--- config.mk ---
export PLATFORM = sky130hd
export DESIGN_NAME = vmem_xlat_requester
export DESIGN_NICKNAME = d
export VERILOG_FILES = /design/src/rtl/vmem_xlat_requester.sv
export SDC_FILE = /design/constraint.sdc
export NUM_CORES = 1
export LEC_CHECK = 0
export ABC_AREA = 1
export CAP_MARGIN = 20
export CORE_AREA = 2 2 215 217
export CTS_CLUSTER_DIAMETER = 200
export DETAILED_ROUTE_END_ITERATION = 12
export DIE_AREA = 0 0 217 219
export MAX_ROUTING_LAYER = met4
export PLACE_DENSITY = 0.72
export SLEW_MARGIN = 10
export SYNTH_ARGS = -nofsm -noshare
export SYNTH_HDL_FRONTEND = slang
export SYNTH_SLANG_ARGS = --single-unit
--- constraint.sdc ---
create_clock -name clk_i -period 5.95 [get_ports clk_i]
set_clock_uncertainty 0.15 [all_clocks]
set_input_delay 0.595 -clock clk_i [delete_from_list [all_inputs] [get_ports clk_i]]
set_output_delay 0.595 -clock clk_i [all_outputs]
set_load 0.01 [all_outputs]
--- src/rtl/vmem_xlat_requester.sv ---
// Load/store MMU translation requester: splits one vector memory command at page
// boundaries, translates each page through the MMU and hands out physical chunks.

package vmem_xlat_pkg;
  localparam int unsigned XLEN = 64;

  typedef struct packed {
    logic [XLEN-1:0] cause;
    logic [XLEN-1:0] tval;
    logic            valid;
  } exception_t;

  localparam logic [XLEN-1:0] LOAD_PAGE_FAULT  = 64'd13;
  localparam logic [XLEN-1:0] STORE_PAGE_FAULT = 64'd15;
endpackage

module vmem_xlat_requester
  import vmem_xlat_pkg::*;
#(
  parameter int unsigned VLEN      = 64,
  parameter int unsigned PLEN      = 56,
  parameter int unsigned PAGE_BITS = 12,
  parameter int unsigned TIMEOUT   = 1024
) (
  input  logic                 clk_i,
  input  logic                 rst_ni,
  input  logic                 en_ld_st_translation_i,
  input  logic                 cmd_valid_i,
  output logic                 cmd_ready_o,
  input  logic [VLEN-1:0]      cmd_vaddr_i,
  input  logic [31:0]          cmd_len_i,
  input  logic                 cmd_is_store_i,
  output logic                 mmu_req_o,
  output logic [VLEN-1:0]      mmu_vaddr_o,
  output logic                 mmu_is_store_o,
  input  logic                 mmu_valid_i,
  input  logic [PLEN-1:0]      mmu_paddr_i,
  input  exception_t           mmu_exception_i,
  output logic                 out_valid_o,
  input  logic                 out_ready_i,
  output logic [PLEN-1:0]      out_paddr_o,
  output logic [PAGE_BITS:0]   out_bytes_o,
  output logic                 out_last_o,
  output logic                 ex_valid_o,
  output exception_t           ex_o,
  output logic                 timeout_o
);

  localparam int unsigned CNT_W   = $clog2(TIMEOUT + 1);
  localparam int unsigned CHUNK_W = PAGE_BITS + 1;
  localparam logic [CNT_W-1:0] CNT_LAST = CNT_W'(TIMEOUT - 1);

  typedef enum logic [2:0] {
    S_IDLE,
    S_REQ,
    S_WAIT,
    S_EMIT,
    S_EXCPT
  } state_e;

  state_e           state_q, state_d;
  logic [VLEN-1:0]  cur_vaddr_q, cur_vaddr_d;
  logic [31:0]      rem_q, rem_d;
  logic             is_store_q, is_store_d;
  logic [PLEN-1:0]  paddr_q, paddr_d;
  logic [CNT_W-1:0] wait_cnt_q, wait_cnt_d;
  exception_t       ex_q, ex_d;

  // Bytes left in the current page, 1..2^PAGE_BITS; one extra bit holds a full page.
  logic [CHUNK_W-1:0] page_room;
  logic [31:0]        room_ext;
  logic [31:0]        chunk_len;
  logic               chunk_last;

  assign page_room  = {1'b1, {PAGE_BITS{1'b0}}} - {1'b0, cur_vaddr_q[PAGE_BITS-1:0]};
  assign room_ext   = 32'(page_room);
  assign chunk_len  = (rem_q < room_ext) ? rem_q : room_ext;
  assign chunk_last = (chunk_len == rem_q);

  // NOTE: sequential state uses non-blocking assignments so every register samples
  // the pre-edge values, independent of statement order within the block.
  always_ff @(posedge clk_i or negedge rst_ni) begin
    if (!rst_ni) begin
      state_q     <= S_IDLE;
      cur_vaddr_q <= '0;
      rem_q       <= '0;
      is_store_q  <= 1'b0;
      paddr_q     <= '0;
      wait_cnt_q  <= '0;
      ex_q        <= '0;
    end else begin
      state_q     <= state_d;
      cur_vaddr_q <= cur_vaddr_d;
      rem_q       <= rem_d;
      is_store_q  <= is_store_d;
      paddr_q     <= paddr_d;
      wait_cnt_q  <= wait_cnt_d;
      ex_q        <= ex_d;
    end
  end

  // NOTE: every signal driven here gets a default first, so no path can leave one
  // unassigned and infer a latch.
  always_comb begin
    state_d     = state_q;
    cur_vaddr_d = cur_vaddr_q;
    rem_d       = rem_q;
    is_store_d  = is_store_q;
    paddr_d     = paddr_q;
    wait_cnt_d  = wait_cnt_q;
    ex_d        = ex_q;
    cmd_ready_o = 1'b0;
    mmu_req_o   = 1'b0;
    out_valid_o = 1'b0;
    ex_valid_o  = 1'b0;
    timeout_o   = 1'b0;

    unique case (state_q)
      S_IDLE: begin
        cmd_ready_o = 1'b1;
        if (cmd_valid_i) begin
          ex_d = '0;
          if (cmd_len_i != 32'd0) begin
            cur_vaddr_d = cmd_vaddr_i;
            rem_d       = cmd_len_i;
            is_store_d  = cmd_is_store_i;
            state_d     = S_REQ;
          end
        end
      end

      S_REQ: begin
        wait_cnt_d = '0;
        if (en_ld_st_translation_i) begin
          mmu_req_o = 1'b1;
          state_d   = S_WAIT;
        end else begin
          paddr_d = cur_vaddr_q[PLEN-1:0];
          state_d = S_EMIT;
        end
      end

      S_WAIT: begin
        // A response on the final counted cycle still wins over the timeout.
        if (mmu_valid_i) begin
          if (mmu_exception_i.valid) begin
            ex_d    = mmu_exception_i;
            state_d = S_EXCPT;
          end else begin
            paddr_d = mmu_paddr_i;
            state_d = S_EMIT;
          end
        end else if (wait_cnt_q == CNT_LAST) begin
          timeout_o = 1'b1;
          state_d   = S_IDLE;
        end else begin
          wait_cnt_d = wait_cnt_q + 1'b1;
        end
      end

      S_EMIT: begin
        out_valid_o = 1'b1;
        if (out_ready_i) begin
          if (chunk_last) begin
            state_d = S_IDLE;
          end else begin
            cur_vaddr_d = cur_vaddr_q + VLEN'(chunk_len);
            rem_d       = rem_q - chunk_len;
            state_d     = S_REQ;
          end
        end
      end

      S_EXCPT: begin
        ex_valid_o = 1'b1;
        state_d    = S_IDLE;
      end

      default: state_d = S_IDLE;
    endcase
  end

  // Payloads are zeroed outside their valid window so idle outputs read as 0.
  assign mmu_vaddr_o    = mmu_req_o ? cur_vaddr_q : '0;
  assign mmu_is_store_o = mmu_req_o & is_store_q;
  assign out_paddr_o    = out_valid_o ? paddr_q : '0;
  assign out_bytes_o    = out_valid_o ? chunk_len[CHUNK_W-1:0] : '0;
  assign out_last_o     = out_valid_o & chunk_last;
  assign ex_o           = ex_q;

endmodule

# == After elaboration in Yosys (flattened, before gate mapping) ==
# Cells that the tools add are included.
# word_totals
output_inout_bits,269
ff_bits,296
inputBits,288
wordCells,86
# classes
n_mux,42
reduce_logical,11
eq_ne,17
n_addsub,4
bitwise_logic,2
n_lt_le_gt_ge,1
# op_table
cell,n
2-to-1 mux 129 bit,3
2-to-1 mux 64 bit,5
one-hot mux 129 bit (2 select lines),1
2-to-1 mux 56 bit,4
2-to-1 mux 32 bit,5
one-hot mux 64 bit (2 select lines),1
one-hot mux 56 bit (2 select lines),1
adder 64 x 32 -> 64 bit,1
one-hot mux 32 bit (2 select lines),1
== test 32 bit,1
< comparator 32 x 13 -> 1 bit,1
nonzero test 32 bit,1
subtractor 32 bit,1
2-to-1 mux 11 bit,2
one-hot mux 11 bit (2 select lines),1
"inequality test 2 bit, second input constant",10
2-to-1 mux 3 bit,6
2-to-1 mux 13 bit,1
"subtractor 13 x 12 -> 13 bit, first input constant",1
one-hot mux 3 bit (4 select lines),1
AND reduction 4 bit,3
"adder 11 x 1 -> 11 bit, second input constant",1
"== test 11 x 10 -> 1 bit, second input constant",1
2-to-1 mux 1 bit,10
other kinds (9),14

# == Depth between registers and ports, before layout ==
# depth
depth_word,7
mapped_depth,36
mapped_depth_nobuf,35

# == Worst setup path before layout ==
# No wires, ideal clock.
# synth_timing
path_kind,register to output
from,reg cur_vaddr_q[1]
to,out out_last_o
stages_incl_launch_ff,23
required_time_ps,5205
slack_ps,1353
n_path_buf,1
arrival_ps,3852
path_cell_list,dfrtp_1 inv_1 ha_1 nand2_1 nor2_1 nand4_1 nand3b_1 o21ai_0 nand2_1 ha_1 nand4_1 nor2_1 o21ai_0 nand2_1 clkbuf_1 o21ai_1 ha_1 nand2_1 nor4_1 nand3_1 nor4_1 nand2_1 nor3_1
# synth_between
elab_chain_cells,5
# synth_lines
element,line_no,source
start: declaration,62,"logic [VLEN-1:0] cur_vaddr_q, cur_vaddr_d;"
start signal: assignment,93,cur_vaddr_q <= cur_vaddr_d;
subtractor 13 x 12 -> 13 bit (*),75,"assign page_room = {1'b1, {PAGE_BITS{1'b0}}} - {1'b0, cur_vaddr_q[PAGE_BITS-1:0]};"
< comparator 32 x 13 -> 1 bit,77,assign chunk_len = (rem_q < room_ext) ? rem_q : room_ext;
2-to-1 mux 32 bit (*),77,
== test 32 bit (*),78,assign chunk_last = (chunk_len == rem_q);
bitwise AND 1 bit (*),188,assign out_last_o = out_valid_o & chunk_last;
end: declaration,43,"output logic out_last_o,"
# Mark *: on every way between the ends. The rest lies on a longest branch, timed or not.

# == Worst setup path in the final report ==
# layout_timing
from,reg cur_vaddr_q[0]
to,out out_last_o
# Same word-level chain as after synthesis.

==> impl_metrics.json <==
{
  "r2r_slack_ns": 0.42,
  "drt_iter0_markers": 2302,
  "cpMostUsedCell": "nand2_1",
  "vias_per_cell": 5.31,
  "p_sw_share_pct": 49.3,
  "ys_ff_latch": 296,
  "coreArea_sq_um": 45100,
  "whs_path_depth": 2,
  "ys_seq_area_share_pct": 37.9,
  "status": "finished clean",
  "yosys_warnings": 0,
  "numCtsBuffers": 35,
  "dieWidth_microns": 217,
  "p_leak_uw": 0.0132,
  "synth-simple-area-share_pct": 32.4,
  "p_clk_share_pct": 15.5,
  "cp_slowest_stage_delay_ns": 0.44,
  "cp_top_family": "simple AND/OR/NAND/NOR gates",
  "firstDrtPassIters": 6,
  "end_kind": "output port",
  "max_freq_ghz": 0.177,
  "synth_area_leader_cell": "dfrtp_1",
  "hp-start": "rem_q[14]",
  "setup_viol": 0,
  "slew_viol_final": 0,
  "hp-class": "reg -> reg",
  "nets": 3762,
  "synth-edff-count": 0,
  "netlist_top_cells_count": "904 x nand2_1, 372 x inv_1, 363 x nor2_1",
  "clk_pin_slew_ns": 0.06,
  "rsz0062_at_grt": "yes",
  "worst_pin_slew_ns": 0.977,
  "area_delta_synth_final_pct": 38.8,
  "worstPathMaxFanout": 26,
  "fp.dieH_microns": 219,
  "dieArea_sq_um": 47500,
  "synth-async-reset-ratio_pct": 100,
  "clock_sinks": 296,
  "min_to": "rem_q[14]",
  "final_util_pct": 60.2,
  "synth_compound_area_share_pct": 14.7,
  "ant_nets": 0,
  "r2r_end": "rem_q[16]",
  "cts_tree": "built",
  "num_vias": 21441,
  "cap_violations": 0,
  "synth_xor_area_share_pct": 1.08,
  "cp.arrival_ns": 4.89,
  "slew_headroom_pct": 34.9,
  "postSynthAreaPerCell_sq_um": 6.79,
  "worst_slack_ns": 0.314,
  "r2r_start": "cur_vaddr_q[0]",
  "rows": 78,
  "wl_per_cell_microns": 19.5,
  "p_int_uw": 7170,
  "required_ns": 5.20,
  "synth-main-ff-cell": "dfrtp_1",
  "gr-total-overflow": 0,
  "fill_cells": 4248,
  "muxShareOfSynthArea_pct": 0,
  "antenna_found_initial": 2,
  "synth_cell_types": 38,
  "startpoint_type": "register",
  "yosys-top-cells-area": "dfrtp_1 38%, nand2_1 17%, inv_1 7.1%",
  "crit_buf_inv": 4,
  "dp_hpwl_mm": 61.1,
  "power_frac_seq_pct": 23.4,
  "peakVddDrop_v": 0.000398,
  "start_util_pct": 43.4,
  "critical_path_class": "reg -> out",
  "drt-total-wl_mm": 78.6,
  "place_congestion": 1.02,
  "ios": 557,
  "grt_first_pass_wirelength_mm": 118,
  "ctsLongestPathBuffers": 3,
  "worstPathCellList": "inv_2, ha_2, nand2_1, nor2_2, nand4_1, nor4_2, nand3_1, ha_2, nand3_1, a21oi_1, nor3_1, nand2_1, buf_12, nand2_1, o21ai_1, inv_1, ha_4, nand2_1, nor4_2, nand3_1, nor4_2, nand2_1, nor3_2, buf_2",
  "grt_max_degree": 160,
  "power.density_nw_per_um2": 521,
  "portBuffers": 556,
  "grt_pass1_vias": 20139,
  "clockRootBuffer": "clkbuf_16",
  "clk_latency_ns": 0.54,
  "htreeDepth": 2,
  "yosysMostFrequentCell": "nand2_1",
  "power_frac_comb_pct": 61.1,
  "slowest_stage": "dfrtp_2",
  "hold_viol_final": 0,
  "track_usage_pct": 33.0,
  "synthAdderAreaFrac_pct": 3.98,
  "period_share_pct": 94.7,
  "drc": 0,
  "synth_top_area_share_pct": 37.9,
  "synthCells": 2879,
  "pre_cts_ws_ns": 0.346,
  "rr_worst_depth": 28,
  "p_sw_uw": 6970,
  "synth_top_family_by_area": "simple AND/OR/NAND/NOR gates",
  "cp_num_cells": 24,
  "min_period_ns": 5.64,
  "netlist_area_sq_um": 19500,
  "drive_above_1_share_pct": 4.60
}
tightest hold or removal path: cells and delay by family (launching register included):
family	cells	cell delay [ns]
flops	1	0.34
simple gates	2	0.11
sequential cells by signal (all words and copies together) (netlist names):
name	count
cur_vaddr_q	64
wait_cnt_q	11
ex_o	129
paddr_q	56
state_q	3
rem_q	32
is_store_q	1
power by group through the flow:
stage	registers, uW	clock network (uW)	logic [uW]
after floorplan	3220	0	5330
after global placement	3280	0	8140
after detailed placement	3310	0	8240
after CTS	3280	2230	8290
after global routing	3390	2310	9580
final	3310	2190	8640
how the worst max path moves through the flow:
stage | start | end | slack (ns)
6_report | cur_vaddr_q[0] | out_last_o | 0.31
5_1_grt | cur_vaddr_q[0] | out_last_o | -0.02
4_1_cts | cur_vaddr_q[0] | out_last_o | 0.09
3_5_place_dp | cur_vaddr_q[0] | out_last_o | 0.35
3_3_place_gp | cur_vaddr_q[0] | out_last_o | 0.35
2_1_floorplan | cur_vaddr_q[1] | out_last_o | 1.35
placed cells by master, fill, tap and decap left out, types with 64 or more instances in the layout:
cell / count
nand3_1: 171
o21ai_0: 93
inv_1: 370
dfrtp_1: 295
clkdlybuf4s50_1: 554
nand2_1: 901
a22o_1: 128
o21ai_1: 76
nor2_1: 359
o211ai_1: 64
through the flow:
| step | setup TNS, ns | total power (uW) | area, sq um | instances | hold WS (ns) |
|---|---|---|---|---|---|
| after global routing | -0.0225 | 15300 | 27100 | 4038 | 0.364 |
| after global placement | 0 | 11400 | 25800 | 3964 | 0.317 |
| after CTS | 0 | 13800 | 26900 | 4025 | 0.345 |
| final | 0 | 14100 | 27100 | 4038 | 0.338 |
| after floorplan | 0 | 8550 | 19600 | 2897 | 0.149 |
| after detailed placement | 0 | 11500 | 25800 | 3964 | 0.329 |
cell families (layout without fill, tap and decap cells):
logic type | count (synthesis) | count (layout)
simple gates | 1558 | 1558
buf+inv | 500 | 1039
compound gates | 439 | 439
flops | 296 | 296
fa+ha+maj | 61 | 61
xor+xnor | 24 | 24
other cells | 1 | 21
routing by layer:
| layer | vias up | global-route usage [%] | share of wire (%) |
|---|---|---|---|
| li1 | 10295 | - | - |
| met1 | 10071 | 45.7 | 44 |
| met2 | 938 | 48.3 | 44 |
| met3 | 137 | 6.35 | 8.7 |
| met4 | 0 | 11.1 | 3.5 |
| met5 | - | - | 0 |
final cells by class:
cell class / count / area, sq um / area share, %
multi-input combinational: 2101 / 10400 / 38.3
clock buffer: 48 / 986 / 3.63
clock inverter: 12 / 160 / 0.590
inverter: 388 / 1460 / 5.39
timing repair buffer: 591 / 5960 / 22.0
sequential: 296 / 7410 / 27.3
tap: 600 / 751 / 2.77
antenna: 2 / 5.00 / 0.0184
timing repair:
item                                    CTS  global route
gates resized for setup                   2            29
endpoints found under the hold margin    74             0
cloned                                    0             0
hold buffers                              1             0
endpoints found under the setup margin    1            92
setup buffers                             0             9
pin swaps                                 0            12
(Power assumes the default switching activity.)
